[src/rtl/seq_divider_pkg.sv]
// rtl/seq_divider_pkg.sv - shared state encoding and sizing helpers for the sequential divider
package seq_divider_pkg;

  typedef enum logic [1:0] {
    IDLE = 2'd0,
    RUN  = 2'd1,
    FIX  = 2'd2,
    DONE = 2'd3
  } state_t;

  // Iteration counter must hold the value WIDTH itself, hence the extra bit.
  function automatic int count_bits(input int width);
    return $clog2(width) + 1;
  endfunction

endpackage

[src/rtl/seq_divider_restore_step.sv]
// rtl/seq_divider_restore_step.sv - one restoring-division step built on a borrow-propagate chain
module restore_step #(
  parameter int WIDTH = 32
) (
  input  logic [WIDTH:0]   rem_shift,
  input  logic [WIDTH-1:0] dvs_mag,
  output logic [WIDTH-1:0] rem_next,
  output logic             q_bit
);

  logic [WIDTH-1:0] diff;
  logic             borrow_out;

  always_comb begin
    logic b;
    b    = 1'b0;
    diff = '0;
    for (int i = 0; i < WIDTH; i++) begin
      diff[i] = rem_shift[i] ^ dvs_mag[i] ^ b;
      b       = (~rem_shift[i] & dvs_mag[i]) | (~(rem_shift[i] ^ dvs_mag[i]) & b);
    end
    // Top stage subtracts a zero divisor bit; a set top bit absorbs any borrow.
    borrow_out = ~rem_shift[WIDTH] & b;
  end

  assign q_bit    = ~borrow_out;
  assign rem_next = q_bit ? diff : rem_shift[WIDTH-1:0];

endmodule

[src/rtl/seq_divider.sv]
// rtl/seq_divider.sv - multi-cycle restoring divider (DIV/DIVU) producing quotient and remainder
module seq_divider
  import seq_divider_pkg::*;
#(
  parameter int WIDTH = 32
) (
  input  logic             clk,
  input  logic             rst,
  input  logic             start,
  input  logic             is_signed,
  input  logic [WIDTH-1:0] dividend,
  input  logic [WIDTH-1:0] divisor,
  output logic             busy,
  output logic             done,
  output logic [WIDTH-1:0] quotient,
  output logic [WIDTH-1:0] remainder,
  output logic             div_by_zero
);

  localparam int CW = count_bits(WIDTH);

  state_t           state;
  logic [CW-1:0]    count;
  logic [WIDTH-1:0] rem;
  logic [WIDTH-1:0] quo;
  logic [WIDTH-1:0] dvs_mag;
  logic [WIDTH-1:0] dividend_q;
  logic             sign_q;
  logic             sign_r;

  logic [WIDTH-1:0] dividend_mag;
  logic [WIDTH-1:0] divisor_mag;
  logic [WIDTH-1:0] rem_next;
  logic             q_bit;

  // min_int negates to itself, which is exactly its unsigned magnitude.
  assign dividend_mag = (is_signed && dividend[WIDTH-1]) ? -dividend : dividend;
  assign divisor_mag  = (is_signed && divisor[WIDTH-1])  ? -divisor  : divisor;

  restore_step #(
    .WIDTH(WIDTH)
  ) u_step (
    .rem_shift(({rem, quo[WIDTH-1]})),
    .dvs_mag  (dvs_mag),
    .rem_next (rem_next),
    .q_bit    (q_bit)
  );

  always_ff @(posedge clk or posedge rst) begin
    if (rst) begin
      state       <= IDLE;
      count       <= '0;
      rem         <= '0;
      quo         <= '0;
      dvs_mag     <= '0;
      dividend_q  <= '0;
      sign_q      <= 1'b0;
      sign_r      <= 1'b0;
      busy        <= 1'b0;
      done        <= 1'b0;
      quotient    <= '0;
      remainder   <= '0;
      div_by_zero <= 1'b0;
    end else begin
      case (state)
        IDLE: begin
          if (start) begin
            dividend_q  <= dividend;
            quo         <= dividend_mag;
            dvs_mag     <= divisor_mag;
            sign_q      <= is_signed & (dividend[WIDTH-1] ^ divisor[WIDTH-1]);
            sign_r      <= is_signed & dividend[WIDTH-1];
            rem         <= '0;
            count       <= '0;
            busy        <= 1'b1;
            quotient    <= '0;
            remainder   <= '0;
            div_by_zero <= 1'b0;
            state       <= RUN;
          end
        end
        RUN: begin
          rem   <= rem_next;
          quo   <= {quo[WIDTH-2:0], q_bit};
          count <= count + 1'b1;
          if (count == CW'(WIDTH - 1)) begin
            state <= FIX;
          end
        end
        FIX: begin
          // A zero divisor magnitude only arises from a zero divisor.
          if (dvs_mag == '0) begin
            quotient    <= '1;
            remainder   <= dividend_q;
            div_by_zero <= 1'b1;
          end else begin
            quotient    <= sign_q ? -quo : quo;
            remainder   <= sign_r ? -rem : rem;
            div_by_zero <= 1'b0;
          end
          done  <= 1'b1;
          state <= DONE;
        end
        DONE: begin
          done  <= 1'b0;
          busy  <= 1'b0;
          state <= IDLE;
        end
        default: begin
          state <= IDLE;
        end
      endcase
    end
  end

endmodule

[config.mk]
export PLATFORM = sky130hd
export DESIGN_NAME = seq_divider
export DESIGN_NICKNAME = d
export VERILOG_FILES = /design/src/rtl/seq_divider_pkg.sv /design/src/rtl/seq_divider_restore_step.sv /design/src/rtl/seq_divider.sv
export SDC_FILE = /design/constraint.sdc
export NUM_CORES = 1
export LEC_CHECK = 0
export CORE_MARGIN = 3
export CORE_UTILIZATION = 25
export CTS_BUF_LIST = sky130_fd_sc_hd__clkbuf_16
export DETAILED_ROUTE_END_ITERATION = 12
export DONT_BUFFER_PORTS = 1
export GPL_ROUTABILITY_DRIVEN = 0
export PLACE_DENSITY = 0.46
export SLEW_MARGIN = 20
export SYNTH_ARGS = -nofsm -noshare
export SYNTH_HDL_FRONTEND = slang
export SYNTH_SLANG_ARGS = --single-unit
[constraint.sdc]
create_clock -name clk -period 18.9 [get_ports clk]
set_input_delay 1.89 -clock clk [delete_from_list [all_inputs] [get_ports clk]]
set_output_delay 1.89 -clock clk [all_outputs]
set_load 0.02 [all_outputs]
==> flow_summary.toml, run 1 <==
[floorplanning]
num_io_pins = 135
die_area_um2 = 50230
die_height_um = 224.1
core_area_um2 = 46750
core.rowCount = 79
die_x_um = 224.1
floorplan.initialDensity_pct = 25.44

[clocking]
clockRootBuffer = "clkbuf_16"
clkTransAtPathRegs_ns = 0.06
clockBufferDepth = 3
tritoncts = "done"
clock_tree.htree_level_count = 1
post_cts.resized_instances = 0
post-cts-setup-buffer-count = 0
clock_insertion_delay_worst_skew_ns = 0.54
cts_made_buffers = 27
post_cts_hold_buffer_count = 0
cts.sinks = 205

[critical_path]
critPathMostFrequentCell = "fa_1"
crit_family = "adder cells"
timing.critical_path.arrival_ns = 14.32
critPathBufInv = 3
cp-startpoint = "quo[31]"
critPathKind = "reg2reg"
worstPathMaxFanout = 34
worst_setup_path_start_kind = "register"
cp-end-kind = "register"
worst_path_largest_cell_delay_ns = 0.47
crit_slowest_cell = "buf_4"
crit-reg2reg-launch = "quo[31]"
cp.required_ns = 19.29

[finish]
antennaDiodeCount = 0
finalNetCount = 1335
final_layout_size_suffix_gt1_share_pct = 7.544
flow.area_growth_from_synthesis_pct = 11.77
layout.cells.most_common_list = "dfrtp_1 (205), o21ai_0 (188), nand2_1 (177), xnor2_1 (72), nor2_1 (63)"
leading_cell_type_in_the_layout_fill_and_taps_excluded = "dfrtp_1"
finalCoreUtilization_pct = 28.43

[sta]
period_minus_slack_ns = 13.92
final_tns_setup_ns = 0
fmax_mhz = 71.84
rsz0062_at_grt = "false"
timing_worst_slew_pin_value_ns = 1.069
crit_share_post_route_pct = 73.65
setup_violations = 0
report.final.hold_viol_count = 0
relSlewSlack_pct = 28.73
final.setup_skew_ns = 0.01597
finalMaxSlewViolations = 0

[drt]
route.vias.total = 8975
totalWireLength_um = 35510
drt-vias-per-instance = 4.843
drt_pre_antenna_iters = 5
wire_per_inst_um = 19.17
drc = 0
ant_nets = 0
detailedRoute.firstIterationViolations = 603

[power_and_ir_drop]
vdd.ir_drop.worst_mv = 0.07289
power.density_nw_per_um2 = 175.9
total_switching_power_w = 0.001023
clockPowerShare_pct = 20.8
switching_share_pct = 43.74
leakage_nw = 5.505
comb_power_share_pct = 40.9
power.sequential.fraction_pct = 38.3
internal_power_w = 0.001315

[yosys]
synth_flop_cell = "dfrtp_1"
synth-seq-area-share_pct = 43.13
synth_edf_count = 0
synthCells = 1263
postSynthNetCount = 1372
ys_types = 51
synth_largest_type_area_fraction_pct = 43.13
yosysWarningCount = 0
synthArstFlopShare_pct = 100.0
postSynthAreaPerCell_um2 = 9.417
synth-seq-cells = 205
synth_top_area_cell = "dfrtp_1"
synth.cell_area_um2 = 11890
synth.top_cells.by_area = "dfrtp_1 (43%), o21ai_0 (7.9%), nand2_1 (5.6%)"

[grt]
globalRoute.totalOverflow = 0
grtUsageTotal_pct = 13.94
number_of_global_route_vias_before_repair = 8944
grt_pass1_wl_um = 55570
largest_net_degree_at_the_start_of_global_routing = 138
grt_antenna_before_repair = 0

[hold_path]
hold_path_startpoint = "dividend_q[27]"
holdCritPathClass = "reg2reg"

[place]
io_buffers = 0
dp_hpwl_um = 26050

[run_status]
outcome = "finished, final reports clean"

[job]
cap_viol_max_count = 0
power groups by stage:
stage / combinational (W) / sequential, W / clock (W)
after floorplan: 0.000775 / 0.000812 / 0
after global placement: 0.000968 / 0.000900 / 0
after detailed placement: 0.000972 / 0.000905 / 0
after CTS: 0.000975 / 0.000898 / 0.000502
after global routing: 0.00110 / 0.000929 / 0.000523
final: 0.000957 / 0.000895 / 0.000487
logic make-up (layout without fill, tap and decap cells):
family	Yosys count	count (layout)	synth area share (%)
flops	205	205	43.13
simple gates	360	360	14.00
xor+xnor	117	117	8.616
buf+inv	126	109	4.513
mux	71	71	6.301
fa+ha+maj	41	41	6.270
compound gates	343	343	17.17
synthesized netlist by cell type (all sizes together) (7+ instances only):
master	instances
mux2	31
or3	12
ha	10
o41ai	22
xor2	45
xnor2	72
mux2i	40
o31ai	28
inv	49
clkbuf	71
a21oi	42
a22oi	26
o22ai	8
or4	13
nand2	178
nor2	65
nand2b	7
nor3	19
nand4	9
and2	7
fa	31
nor4	22
o21ai	193
dfrtp	205
layout make-up:
| class | instances | area [um2] |
|---|---|---|
| clock inverter | 22 | 152.6 |
| fill | 4948 | 33460 |
| tap | 607 | 759.5 |
| multi-input combinational | 932 | 6282 |
| clock buffer | 27 | 675.6 |
| sequential | 205 | 5130 |
| timing repair buffer | 11 | 102.6 |
| inverter | 49 | 191.4 |
worst paths after layout:
| path | slack (ns) | depth (start not counted) | to |
|---|---|---|---|
| worst max-delay path | 4.98 | 38 | rem[5] |
| worst min-delay path | 0.50 | 1 | dividend_q[27] |
| worst max register to register | 4.98 | 38 | rem[5] |
| worst min register to register | 0.50 | 1 | dividend_q[27] |
| max in group asynchronous | 16.51 | 2 | dvs_mag[1] |
| min in group asynchronous | 1.17 | 1 | quotient[20] |
per-layer routing:
metal  routed length, um  global-route usage, %  vias to the layer above
met5                   0                      0                        -
met4                 775                  3.116                        0
met3                2198                  3.709                       42
met2               16310                  22.49                      184
met1               16230                  18.80                     4371
li1                    -                      -                     4378
through the flow:
stage               setup WS, ns  instance area (um2)  power, W  std cells  hold slack, ns
detailed placement         4.954                12430  0.001877       1803          0.4775
floorplan                  5.243                11890  0.001587       1263          0.4492
finish                     4.980                13290  0.002338       1853          0.4981
global placement           5.077                12430  0.001869       1803          0.4793
global route               4.464                13290  0.002553       1853          0.5208
CTS                        4.927                13260  0.002376       1852          0.4999
flip-flops by register name (all words and copies together), names as in the netlist, 2 cells and up:
name and flops:
dvs_mag 32, quotient 32, dividend_q 32, remainder 32
quo 32, count 6, rem 32, state 2
(Power assumes the default switching activity.)
==> inputs of run 2 (changes only) <==
==> constraint.sdc (replaced) <==
create_clock -name clk -period 13.5 [get_ports clk]
set_input_delay 1.35 -clock clk [delete_from_list [all_inputs] [get_ports clk]]
set_output_delay 1.35 -clock clk [all_outputs]
set_load 0.02 [all_outputs]
==> run 2 against run 1 <==
Compared with the run above: combinational power up 54%; flip-flop and latch count is the same; total power is 43% higher.
==> flow_summary.toml, run 2 (same netlist as run 1, synthesis figures left out) <==
[finish]
layout_cells_excl_fill = 1856
flow.area_growth_from_synthesis_pct = 12.73
layout.cells.most_common_list = "dfrtp_1 (205), o21ai_0 (188), nand2_1 (177), xnor2_1 (72), nor2_1 (63)"
fin_area_um2 = 13410
final_layout_size_suffix_gt1_share_pct = 9.287
finalNetCount = 1343
antennaDiodeCount = 0
leading_cell_type_in_the_layout_fill_and_taps_excluded = "dfrtp_1"

[critical_path]
cp.required_ns = 13.90
worstPathMaxFanout = 8
critPathMostFrequentCell = "fa_1"
critPathKind = "reg2reg"
crit-reg2reg-launch = "quo[31]"
worst_path_largest_cell_delay_ns = 0.40
timing.critical_path.arrival_ns = 13.46
r2r_slack_ns = 0.44
worst_r2r_endpoint = "rem[28]"
cp-startpoint = "quo[31]"
worst_setup_path_start_kind = "register"
cp-end-kind = "register"
crit_slowest_cell = "fa_1"
crit_path_end = "rem[28]"
ff2ff_path_depth = 39

[power_and_ir_drop]
clockPowerShare_pct = 19.2
total_switching_power_w = 0.001444
switching_share_pct = 43.04
vdd.ir_drop.worst_mv = 0.1146
comb_power_share_pct = 43.7
internal_power_w = 0.001911
power.sequential.fraction_pct = 37.1
leakage_nw = 5.554
power.density_nw_per_um2 = 250.3
post-layout-total-power_w = 0.003355

[place]
total_placed_instance_area_um2 = 12470
io_buffers = 0
numPlacedInstances = 1807
dp_hpwl_um = 26110

[drt]
drt-vias-per-instance = 4.857
drt_pre_antenna_iters = 5
detailedRoute.firstIterationViolations = 457
wire_per_inst_um = 19.33
route.vias.total = 9015
ant_nets = 0
totalWireLength_um = 35870
drc = 0

[sta]
crit_share_post_route_pct = 96.71
finalMaxSlewViolations = 0
final_tns_setup_ns = 0
timing_worst_slew_pin_value_ns = 1.038
report.final.hold_viol_count = 0
holdWs_ns = 0.4853
fmax_mhz = 76.59
period_minus_slack_ns = 13.06
setup_violations = 0
rsz0062_at_grt = "false"
relSlewSlack_pct = 30.82
final.setup_skew_ns = 0.01931

[clocking]
cts_made_buffers = 26
clock_insertion_delay_worst_skew_ns = 0.54
clockRootBuffer = "clkbuf_16"
clkTransAtPathRegs_ns = 0.06
cts.sinks = 205
clock_tree.htree_level_count = 1
tritoncts = "done"
clockBufferDepth = 3

[job]
cap_viol_max_count = 0

[floorplanning]
die_area_um2 = 50230
core.rowCount = 79
floorplan.initialDensity_pct = 25.44
die_height_um = 224.1
core_area_um2 = 46750
num_io_pins = 135
die_x_um = 224.1

[grt]
number_of_global_route_vias_before_repair = 8988
globalRoute.totalOverflow = 0
grt_pass1_wl_um = 55910
grtUsageTotal_pct = 14.12
grt_antenna_before_repair = 0
largest_net_degree_at_the_start_of_global_routing = 133

[run_status]
outcome = "finished, final reports clean"

[hold_path]
holdCritPathClass = "reg2reg"
## run 2: cell count changes in the layout (fill, tap and decap cells not counted), sizes merged
cell / before / now
clkinv: 13 / 9
inv: 54 / 55
clkinvlp: 2 / 0
bufinv: 2 / 1
buf: 11 / 18
bufbuf: 0 / 2
## run 2: worst min-delay path by stage
stage | from | endpoint | slack [ns] | depth (start not counted)
5_1_grt | dividend_q[19] | dividend_q[19] | 0.51 | 1
3_5_place_dp | dividend_q[0] | dividend_q[0] | 0.48 | 2
4_1_cts | dividend_q[0] | dividend_q[0] | 0.49 | 2
6_report | dividend_q[0] | dividend_q[0] | 0.49 | 2
3_3_place_gp | dividend_q[0] | dividend_q[0] | 0.47 | 2
2_1_floorplan | dividend_q[0] | dividend_q[0] | 0.45 | 2
## run 2: area by class of cell
cell class / count / area, um2
timing repair buffer: 20 / 236.5
inverter: 49 / 191.4
clock buffer: 27 / 675.6
sequential: 205 / 5130
fill: 4942 / 33350
clock inverter: 16 / 95.09
tap: 607 / 759.5
multi-input combinational: 932 / 6320
## run 2: through the flow
step	utilization (%)	worst slack, ns
finish	28.68	0.4439
global route	28.68	0.02348
CTS	28.61	0.008407
detailed placement	26.68	-0.1561
global placement	26.68	-0.02460
floorplan	-	0.008923
## run 2: power groups by stage
| stage | registers (W) | logic (W) | clock network (W) |
|---|---|---|---|
| after global routing | 0.00129 | 0.00167 | 0.000685 |
| after detailed placement | 0.00126 | 0.00139 | 0 |
| final | 0.00124 | 0.00147 | 0.000644 |
| after CTS | 0.00125 | 0.00149 | 0.000665 |
| after floorplan | 0.00114 | 0.00109 | 0 |
| after global placement | 0.00125 | 0.00138 | 0 |
## run 2: critical path, delay by kind of cell, from the launching register on
kind            cells  cell delay (ns)
buf+inv             4             0.53
fa+ha+maj          32            11.62
compound gates      1             0.08
simple gates        1             0.15
mux                 1             0.17
flops               1             0.37
## run 2: timing repair
| action | CTS | global route |
|---|---|---|
| hold buffers | 0 | 0 |
| buffers inserted | 3 | 0 |
| gates resized for setup | 8 | 9 |
| pin swaps | 1 | 1 |
| cloned | 3 | 0 |
| setup endpoints to repair | 32 | 33 |
## run 2: routing by layer
metal	global-route usage [%]	part of all wire (%)	wire length (um)	up-vias
met4	2.786	1.8	656	0
met1	18.60	43	15570	4393
met5	0	0	0	-
li1	-	-	-	4389
met2	23.55	48	17240	188
met3	3.709	6.7	2405	45
==> inputs of run 3 (changes only) <==
--- a/config.mk
+++ b/config.mk
@@ -5,7 +5,7 @@
 export SDC_FILE = /design/constraint.sdc
 export NUM_CORES = 1
 export LEC_CHECK = 0
-export CORE_MARGIN = 3
+export CORE_MARGIN = 2
 export CORE_UTILIZATION = 25
 export CTS_BUF_LIST = sky130_fd_sc_hd__clkbuf_16
 export DETAILED_ROUTE_END_ITERATION = 12
==> constraint.sdc (replaced) <==
create_clock -name clk -period 13.5 [get_ports clk]
set_input_delay 2.7 -clock clk [delete_from_list [all_inputs] [get_ports clk]]
set_output_delay 2.7 -clock clk [all_outputs]
set_load 0.02 [all_outputs]
==> run 3 against run 2 <==
Compared with the run above: die area shrank 1.8%; critical path type unchanged; maximum frequency grew 0.19%; largest cell class unchanged; sequential share of layout area grew 0.36 points; via count is essentially flat; critical path depth is the same; wire length shrank 0.82%; final area shrank 0.93%; total power shrank 2.5%; combinational power is essentially flat; core utilization shrank 0.27 points; first-iteration DRC count grew 7.4%.
==> flow_summary.toml, run 3 (same netlist as run 1, synthesis figures left out) <==
[sta]
timing_worst_slew_pin_value_ns = 1.025
final.setup_skew_ns = 0.01356
rsz0062_at_grt = "false"
relSlewSlack_pct = 31.67
report.final.hold_viol_count = 0
postLayoutSetupSlackWorst_ns = 0.4689
finalMaxSlewViolations = 0
crit_share_post_route_pct = 96.53
fmax_mhz = 76.74
period_minus_slack_ns = 13.03
setup_violations = 0
holdWs_ns = 0.4863

[finish]
leading_cell_type_in_the_layout_fill_and_taps_excluded = "dfrtp_1"
antennaDiodeCount = 0
final_layout_size_suffix_gt1_share_pct = 9.076
layout_cells_excl_fill = 1852
fillCellCount = 4908
finalNetCount = 1341
flow.area_growth_from_synthesis_pct = 11.68
layout.cells.most_common_list = "dfrtp_1 (205), o21ai_0 (188), nand2_1 (177), xnor2_1 (72), nor2_1 (63)"
finalCoreUtilization_pct = 28.41
fin_area_um2 = 13280

[floorplanning]
die_x_um = 222.1
die_height_um = 222.1
num_io_pins = 135
core.rowCount = 79
floorplan.initialDensity_pct = 25.44
die_area_um2 = 49340
core_area_um2 = 46750

[critical_path]
worst_setup_path_start_kind = "register"
worstPathMaxFanout = 10
timing.critical_path.arrival_ns = 13.44
worst_path_largest_cell_delay_ns = 0.40
ff2ff_path_depth = 39
crit_slowest_cell = "fa_1"
timing.critical_path.depth = 39
crit_family = "adder cells"
critPathBufInv = 4
cp.required_ns = 13.91
cp-end-kind = "register"
critPathMostFrequentCell = "fa_1"
critPathKind = "reg2reg"

[place]
io_buffers = 0
total_placed_instance_area_um2 = 12490
dp_hpwl_um = 26080
pre_cts_ws_ns = -0.1065
numPlacedInstances = 1810

[drt]
drc = 0
ant_nets = 0
drt_pre_antenna_iters = 5
route.vias.total = 9021
totalWireLength_um = 35570
drt-vias-per-instance = 4.871
detailedRoute.firstIterationViolations = 491
wire_per_inst_um = 19.21

[power_and_ir_drop]
power.density_nw_per_um2 = 246.4
leakage_nw = 5.488
vdd.ir_drop.worst_mv = 0.09667

[clocking]
cts_made_buffers = 25
clkTransAtPathRegs_ns = 0.06
cts.sinks = 205
tritoncts = "done"
clock_insertion_delay_worst_skew_ns = 0.54
clockRootBuffer = "clkbuf_16"
clock_tree.htree_level_count = 1
clockBufferDepth = 3

[hold_path]
holdCritPathClass = "reg2reg"
hold_depth = 2

[grt]
grt_antenna_before_repair = 0
number_of_global_route_vias_before_repair = 8976
largest_net_degree_at_the_start_of_global_routing = 130
grt_pass1_wl_um = 55820
globalRoute.totalOverflow = 0
grtUsageTotal_pct = 14.29

[run_status]
outcome = "finished, final reports clean"

[job]
cap_viol_max_count = 0
==> run 3: cell count changes in the layout (fill, tap and decap cells not counted) <==
cell       change
bufbuf_16      -2
clkbuf_16      -2
clkinv_2       +2
buf_12         +1
bufinv_16      -1
clkinv_1       -1
fa_1           +1
fa_2           -1
inv_1          -1
==> run 3: power by group <==
part / internal [W] / switching (W)
clock network: 0.000331 / 0.000265
registers: 0.000871 / 0.000365
logic: 0.000629 / 0.000811
==> run 3: worst paths after layout <==
path | slack [ns] | endpoint | startpoint
min in group asynchronous | 2.12 | quotient[22] | rst
setup / recovery | 0.47 | rem[10] | quo[31]
max in group asynchronous | 9.94 | dividend_q[14] | rst
hold / removal | 0.49 | dividend_q[0] | dividend_q[0]
hold reg to reg | 0.49 | dividend_q[0] | dividend_q[0]
setup reg to reg | 0.47 | rem[10] | quo[31]
==> run 3: through the flow <==
| step | TNS (ns) | power, W |
|---|---|---|
| detailed placement | -1.419 | 0.002657 |
| finish | 0 | 0.003272 |
| global placement | -0.01372 | 0.002638 |
| CTS | 0 | 0.003310 |
| global route | 0 | 0.003567 |
| floorplan | 0 | 0.002223 |
==> run 3: per-layer routing <==
metal	GRT usage [%]	up-vias	routed length (um)
met5	0	-	0
met4	3.204	0	737
met3	3.406	47	1862
met2	23.61	166	16860
met1	18.92	4414	16120
li1	-	4394	-
==> run 3: repair_timing <==
action | CTS | global route
gates resized for setup | 5 | 10
setup endpoints to repair | 32 | 33
buffers inserted | 1 | 0
hold buffers | 0 | 0
gates cloned | 1 | 0
pin swaps | 1 | 1
==> run 3: final cells by class <==
type                            count  area (um2)  area share [%]
Multi-Input combinational cell    932        6317           47.56
Sequential cell                   205        5130           38.62
Tap cell                          607       759.5           5.718
Clock buffer                       25       625.6           4.710
Timing Repair Buffer               19       191.4           1.441
Inverter                           49       191.4           1.441
Clock inverter                     15       67.56          0.5087
==> run 3: tightest hold or removal path, stage by stage, from the launching register on <==
cell and delay, ns:
dfrtp_1 0.34, nand2_1 0.04, o21ai_0 0.07
